`config.mk`:
```
export PLATFORM = sky130hd
export DESIGN_NAME = alu_reg_sequencer_flat
export DESIGN_NICKNAME = d
export VERILOG_FILES = /design/src/rtl/alu_reg_sequencer_pkg.sv /design/src/rtl/alu_reg_sequencer_if.sv /design/src/rtl/alu_reg_sequencer_alu_core_w.sv /design/src/rtl/alu_reg_sequencer.sv /design/src/flat_wrapper.sv
export SDC_FILE = /design/constraint.sdc
export NUM_CORES = 1
export LEC_CHECK = 0
export CAP_MARGIN = 20
export CELL_PAD_IN_SITES_DETAIL_PLACEMENT = 1
export CELL_PAD_IN_SITES_GLOBAL_PLACEMENT = 1
export CORE_MARGIN = 4
export CORE_UTILIZATION = 41
export CTS_CLUSTER_DIAMETER = 50
export DETAILED_ROUTE_END_ITERATION = 12
export MAX_ROUTING_LAYER = met4
export PLACE_DENSITY_LB_ADDON = 0.1
export SLEW_MARGIN = 10
export SYNTH_ARGS = -nofsm -noshare
export SYNTH_HDL_FRONTEND = slang
export SYNTH_HIERARCHICAL = 1
export SYNTH_SLANG_ARGS = --single-unit
```
`constraint.sdc`:
```
create_clock -name clk -period 2 [get_ports clk]
set_input_delay 0.4 -clock clk [delete_from_list [all_inputs] [get_ports clk]]
set_output_delay 0.4 -clock clk [all_outputs]
set_load 0.02 [all_outputs]
```
`src/rtl/alu_reg_sequencer_pkg.sv`:
```
// Shared definitions for the ALU operand/result sequencer: op codes,
// sequencer states and the default datapath width.
package alu_reg_sequencer_pkg;

   localparam int DEFAULT_WIDTH = 4;

   // Command op codes as they appear on cmd_op
   typedef enum logic [1:0] {
      OP_ADD = 2'b00,
      OP_SUB = 2'b01,
      OP_AND = 2'b10,
      OP_OR  = 2'b11
   } alu_op_e;

   // Sequencer states: accept a command, compute for one cycle, hold the result
   typedef enum logic [1:0] {
      IDLE = 2'b00,
      EXEC = 2'b01,
      HOLD = 2'b10
   } seq_state_e;

endpackage

```
`src/rtl/alu_reg_sequencer_if.sv`:
```
// Command and result handshake bundle between a command producer/result
// consumer (master) and the sequencer (slave).
interface alu_reg_sequencer_if
   import alu_reg_sequencer_pkg::*;
   #(parameter int WIDTH = DEFAULT_WIDTH);

   logic             cmd_valid;
   logic             cmd_ready;
   logic [1:0]       cmd_op;
   logic             cmd_acc;
   logic [WIDTH-1:0] cmd_a;
   logic [WIDTH-1:0] cmd_b;
   logic             res_valid;
   logic             res_ready;
   logic [WIDTH-1:0] res_q;
   logic             res_carry;
   logic             res_zero;

   modport master (
      output cmd_valid, cmd_op, cmd_acc, cmd_a, cmd_b, res_ready,
      input  cmd_ready, res_valid, res_q, res_carry, res_zero
   );

   modport slave (
      input  cmd_valid, cmd_op, cmd_acc, cmd_a, cmd_b, res_ready,
      output cmd_ready, res_valid, res_q, res_carry, res_zero
   );

endinterface

```
`src/rtl/alu_reg_sequencer_alu_core_w.sv`:
```
// Purely combinational WIDTH-bit ALU. SUB is formed as A + ~B + 1 so the
// carry out of the top bit reads as "no borrow" (A >= B unsigned).
module alu_core_w
   import alu_reg_sequencer_pkg::*;
   #(parameter int WIDTH = DEFAULT_WIDTH)
   (
      input  logic [WIDTH-1:0] a,
      input  logic [WIDTH-1:0] b,
      input  alu_op_e          op,
      output logic [WIDTH-1:0] y,
      output logic             carry
   );

   logic [WIDTH:0] ext_sum;

   // Select the operation; logic ops never produce a carry
   always_comb begin
      ext_sum = '0;
      y       = '0;
      carry   = 1'b0;
      case (op)
         OP_ADD: begin
            ext_sum = {1'b0, a} + {1'b0, b};
            y       = ext_sum[WIDTH-1:0];
            carry   = ext_sum[WIDTH];
         end
         OP_SUB: begin
            ext_sum = {1'b0, a} + {1'b0, ~b} + {{WIDTH{1'b0}}, 1'b1};
            y       = ext_sum[WIDTH-1:0];
            carry   = ext_sum[WIDTH];
         end
         OP_AND: y = a & b;
         OP_OR:  y = a | b;
         default: begin
            y     = '0;
            carry = 1'b0;
         end
      endcase
   end

endmodule

```
`src/rtl/alu_reg_sequencer.sv`:
```
// Command-driven operand/result sequencer. A command is latched in IDLE,
// evaluated from the latched operands in EXEC, and the registered result is
// held in HOLD until the consumer takes it. The accumulator tracks the last
// delivered result and can stand in for operand A.
module alu_reg_sequencer
   import alu_reg_sequencer_pkg::*;
   #(parameter int WIDTH = DEFAULT_WIDTH)
   (
      input  logic              clk,
      input  logic              rst,
      alu_reg_sequencer_if.slave bus,
      output logic              busy
   );

   seq_state_e       state;
   seq_state_e       next_state;
   logic             accept;
   logic             take;
   logic             load_result;

   alu_op_e          op_q;
   logic [WIDTH-1:0] a_q;
   logic [WIDTH-1:0] b_q;
   logic [WIDTH-1:0] result_q;
   logic             carry_q;
   logic             zero_q;
   logic [WIDTH-1:0] acc_q;

   logic [WIDTH-1:0] alu_y;
   logic             alu_carry;

   // The ALU only ever sees the latched operands, never the live command bus
   alu_core_w #(.WIDTH(WIDTH)) u_alu (
      .a     (a_q),
      .b     (b_q),
      .op    (op_q),
      .y     (alu_y),
      .carry (alu_carry)
   );

   // State register; reset discards any in-flight command or held result
   always_ff @(posedge clk or posedge rst) begin
      if (rst) begin
         state <= IDLE;
      end else begin
         state <= next_state;
      end
   end

   // Next-state and handshake decode: accept in IDLE, one EXEC cycle, wait in HOLD
   always_comb begin
      next_state  = state;
      accept      = 1'b0;
      take        = 1'b0;
      load_result = 1'b0;
      case (state)
         IDLE: begin
            if (bus.cmd_valid) begin
               accept     = 1'b1;
               next_state = EXEC;
            end
         end
         EXEC: begin
            load_result = 1'b1;
            next_state  = HOLD;
         end
         HOLD: begin
            if (bus.res_ready) begin
               take       = 1'b1;
               next_state = IDLE;
            end
         end
         default: next_state = IDLE;
      endcase
   end

   // Operand capture on accept; operand A comes from the accumulator in accumulate mode
   always_ff @(posedge clk or posedge rst) begin
      if (rst) begin
         op_q <= OP_ADD;
         a_q  <= '0;
         b_q  <= '0;
      end else if (accept) begin
         op_q <= alu_op_e'(bus.cmd_op);
         a_q  <= bus.cmd_acc ? acc_q : bus.cmd_a;
         b_q  <= bus.cmd_b;
      end
   end

   // Result and flag registers, loaded once at the end of EXEC and frozen through HOLD
   always_ff @(posedge clk or posedge rst) begin
      if (rst) begin
         result_q <= '0;
         carry_q  <= 1'b0;
         zero_q   <= 1'b0;
      end else if (load_result) begin
         result_q <= alu_y;
         carry_q  <= alu_carry;
         zero_q   <= (alu_y == '0);
      end
   end

   // Accumulator follows only delivered results, so a dropped result never feeds cmd_acc
   always_ff @(posedge clk or posedge rst) begin
      if (rst) begin
         acc_q <= '0;
      end else if (take) begin
         acc_q <= result_q;
      end
   end

   assign bus.cmd_ready = (state == IDLE);
   assign bus.res_valid = (state == HOLD);
   assign bus.res_q     = result_q;
   assign bus.res_carry = carry_q;
   assign bus.res_zero  = zero_q;
   assign busy          = (state != IDLE);

endmodule

```
`src/flat_wrapper.sv`:
```
// flat-port wrapper written by rule: the top's interface ports become plain ports
module alu_reg_sequencer_flat import alu_reg_sequencer_pkg::*;
#(parameter int WIDTH = DEFAULT_WIDTH)
  (clk, rst, busy, bus_cmd_valid, bus_cmd_op, bus_cmd_acc, bus_cmd_a, bus_cmd_b, bus_res_ready, bus_cmd_ready, bus_res_valid, bus_res_q, bus_res_carry, bus_res_zero);
  alu_reg_sequencer_if #(.WIDTH(WIDTH)) bus_i ();
  input  logic clk;
  input  logic rst;
  output logic busy;
  input wire logic [$bits(bus_i.cmd_valid)-1:0] bus_cmd_valid;
  input wire logic [$bits(bus_i.cmd_op)-1:0] bus_cmd_op;
  input wire logic [$bits(bus_i.cmd_acc)-1:0] bus_cmd_acc;
  input wire logic [$bits(bus_i.cmd_a)-1:0] bus_cmd_a;
  input wire logic [$bits(bus_i.cmd_b)-1:0] bus_cmd_b;
  input wire logic [$bits(bus_i.res_ready)-1:0] bus_res_ready;
  output wire logic [$bits(bus_i.cmd_ready)-1:0] bus_cmd_ready;
  output wire logic [$bits(bus_i.res_valid)-1:0] bus_res_valid;
  output wire logic [$bits(bus_i.res_q)-1:0] bus_res_q;
  output wire logic [$bits(bus_i.res_carry)-1:0] bus_res_carry;
  output wire logic [$bits(bus_i.res_zero)-1:0] bus_res_zero;
  assign bus_i.cmd_valid = bus_cmd_valid;
  assign bus_i.cmd_op = bus_cmd_op;
  assign bus_i.cmd_acc = bus_cmd_acc;
  assign bus_i.cmd_a = bus_cmd_a;
  assign bus_i.cmd_b = bus_cmd_b;
  assign bus_i.res_ready = bus_res_ready;
  assign bus_cmd_ready = bus_i.cmd_ready;
  assign bus_res_valid = bus_i.res_valid;
  assign bus_res_q = bus_i.res_q;
  assign bus_res_carry = bus_i.res_carry;
  assign bus_res_zero = bus_i.res_zero;
  alu_reg_sequencer #(.WIDTH(WIDTH)) u_core (.clk(clk), .rst(rst), .bus(bus_i), .busy(busy));
endmodule
```
==> flow_summary.yaml <==
route:
  ant_nets: 0
  routed-via-count: 989
  first_pass_iters: 4
  dr.first_iter.drc_count: 18
  remaining_drc_errors: 0
  viasPerCell: 4.99
  wl_per_cell_um: 15.9
  wl_um: 3160
sta:
  rsz0062_at_grt: "yes"
  holdWs_ns: 0.420
  worstMarginPinSlew_ns: 0.301
  setup_viol: 1
  fin_crit_sh_pct: 103
  slew_headroom_pct: 79.7
  maxSlewViolCount: 0
  clock_skew_ns: 0.00312
  fin_ws_ns: -0.0629
  max_freq_ghz: 0.485
  fin_crit_ns: 2.06
  hold_violations: 0
flow_run:
  maxCapViolations: 0
floorplan:
  core_um2: 3100
  io_pins: 24
  die_width_um: 65.6
  die_y_um: 65.6
  dieArea_um2: 4300
  rows: 20
  start_util_pct: 43.8
critical_path:
  cp.required_ns: 2.19
  crit_path_start_kind: "flop"
  cp_max_fo: 4
  rr_worst_depth: 8
  worstPathArrival_ns: 2.26
  endpoint_kind: "flop"
  worstSetupPathType: "reg -> reg"
hold_path:
  min-delay-path-class: "in -> async"
synthesis:
  syn_area_um2: 1360
  yosys-top-cells-area: "dfrtp_1 (40%), mux2_2 (21%), ha_1 (11%)"
  synth_top_area_cell: "dfrtp_1"
  ys_seq_area_share_pct: 40.5
  ys_warn_count: 6
  synth_cells: 119
  synth_seq_cells: 22
  synth_cell_type_count: 31
  avgSynthCellArea_um2: 11.4
  syn_nets: 148
  synth_edf_count: 0
  synth_ff_type: "dfrtp_1"
  synth_async_sr_flop_share_pct: 100
  synth_top_cell_area_share_pct: 40.5
final_layout:
  area_growth_pct: 32.0
  diodes: 0
  fin_nets: 185
  layout-drive-gt1-share_pct: 37.7
  fin_cells: 198
placement:
  hpwl_um: 2460
  place_congestion: 0.787
  io_buffers: 23
  dpl.cell_count: 194
global_route:
  grt_max_degree: 23
  grt_usage_pct: 16.4
  antenna_found_initial: 0
  first_global_vias: 1089
  grt_pass1_wl_um: 5220
  grt.overflow.total: 0
outcome:
  violations: "setup timing"
  status: "finished, violations left"
clock_network:
  worstSkewPairLatency_ns: 0.30
  cts_sinks: 22
  path_clk_slew_ns: 0.11
  cts_root_buffer: "clkbuf_4"
  cts_tree: "built"
  cts_buffers: 3
  htree_levels: 1
  cts_buffer_depth: 2
pwr:
  ir_drop_mv: 0.687
  p_leak_nw: 0.819
  powerDensity_nw_per_um2: 1730
state kept, by name, summed over array words and instances, names as in the netlist:
| signal | flops |
|---|---|
| u_core/bus.res_carry | 1 |
| u_core/a_q | 4 |
| u_core/acc_q | 4 |
| u_core/bus.res_zero | 1 |
| u_core/b_q | 4 |
| u_core/op_q | 2 |
| u_core/state | 2 |
| u_core/bus.res_q | 4 |
cell usage in the layout, fill, tap and decap left out, drive strengths merged:
master,count
a211o,2
nor2,4
nor4,1
and2b,1
clkdlybuf4s50,20
a211oi,2
ha,12
buf,13
or2,1
a221oi,1
inv,14
o2111ai,1
nand3b,2
nand3,1
dlymetal6s2s,1
a21o,1
dlygate4sd2,2
fa,2
a21oi,4
clkbuf,3
o32ai,1
mux2i,1
nand2b,1
nor2b,2
nor3,1
nand2,3
dfrtp,22
xnor2,1
o211ai,2
o21ba,1
nor3b,1
o21ai,5
mux2,25
routing by layer:
layer  share of wire, %  wire [um]  global-route usage (%)
met5                  0          0                       -
met1                 43       1360                    18.9
met3                3.5        109                    4.27
met4               0.73         23                    3.11
met2                 53       1660                    29.0
cells by family after synthesis:
group                      Yosys count  synth area share [%]
and+or+nand+nor                     18                  7.63
AOI/OAI and AO/OA                   20                  10.0
muxes                               26                  21.4
adders and majority gates           14                  14.0
buffers and inverters               18                  5.80
DFF                                 22                  40.5
xor gates and xnor gates             1                 0.644
path summary, 6_finish.rpt:
check | from | endpoint | slack, ns
worst min-delay path | rst | u_core/a_q[3] | 0.42
min in group clk | u_core/acc_q[1] | u_core/acc_q[1] | 0.52
worst max register to register | u_core/b_q[0] | u_core/bus.res_zero | -0.06
worst min register to register | u_core/acc_q[1] | u_core/acc_q[1] | 0.52
worst max-delay path | u_core/b_q[0] | u_core/bus.res_zero | -0.06
max in group asynchronous | rst | u_core/a_q[1] | 1.34
timing repair:
item                                    CTS  global route
hold buffers                              0             0
endpoints found under the setup margin    3             3
pin swaps                                 3             4
gates resized for setup                  13             7
setup buffers                             1             0
cells in the mapped netlist, types with 2 or more instances:
cell type and count:
dfrtp_1 22, a211o_1 2, nand3b_1 2, nand2_1 3, o211ai_1 2, ha_1 12, o21ai_0 4, a21oi_1 4
inv_1 14, mux2_2 25, nor2_1 4, buf_2 3, nor2b_1 2, a211oi_1 2, fa_1 2
critical path: stages (launching register included):
cell	delay, ns
dfrtp_1	0.44
ha_2	0.22
inv_1	0.06
fa_1	0.40
mux2i_1	0.20
xnor2_1	0.13
o21ai_2	0.20
nor4_2	0.06
mux2_4	0.26
where the power goes:
| group | switching, mW | internal [mW] |
|---|---|---|
| logic | 1.00 | 1.05 |
| clock network | 0.122 | 0.0702 |
| registers | 0.201 | 0.659 |
| total | 1.33 | 1.78 |
stage by stage:
stage	util [%]	cell area (um2)	setup slack [ns]	setup TNS, ns	power [mW]
4_1_cts	57.1	1770	0.00168	0	3.05
3_3_place_gp	55.1	1710	0.0252	0	2.64
3_5_place_dp	55.1	1710	-0.0924	-0.0924	2.73
2_1_floorplan	-	1360	0.159	0	2.05
5_1_grt	57.9	1800	-0.149	-0.208	3.39
6_report	57.9	1800	-0.0629	-0.0629	3.11
final cells by class:
cell class	count	area, um2
fillers	344	1310
well taps	44	55.1
clock buffers	3	22.5
flip-flops and latches	22	552
multi-input cells	79	786
repair buffers	36	328
inverters	14	52.6
Note: power is estimated with default switching activity, not from simulation.
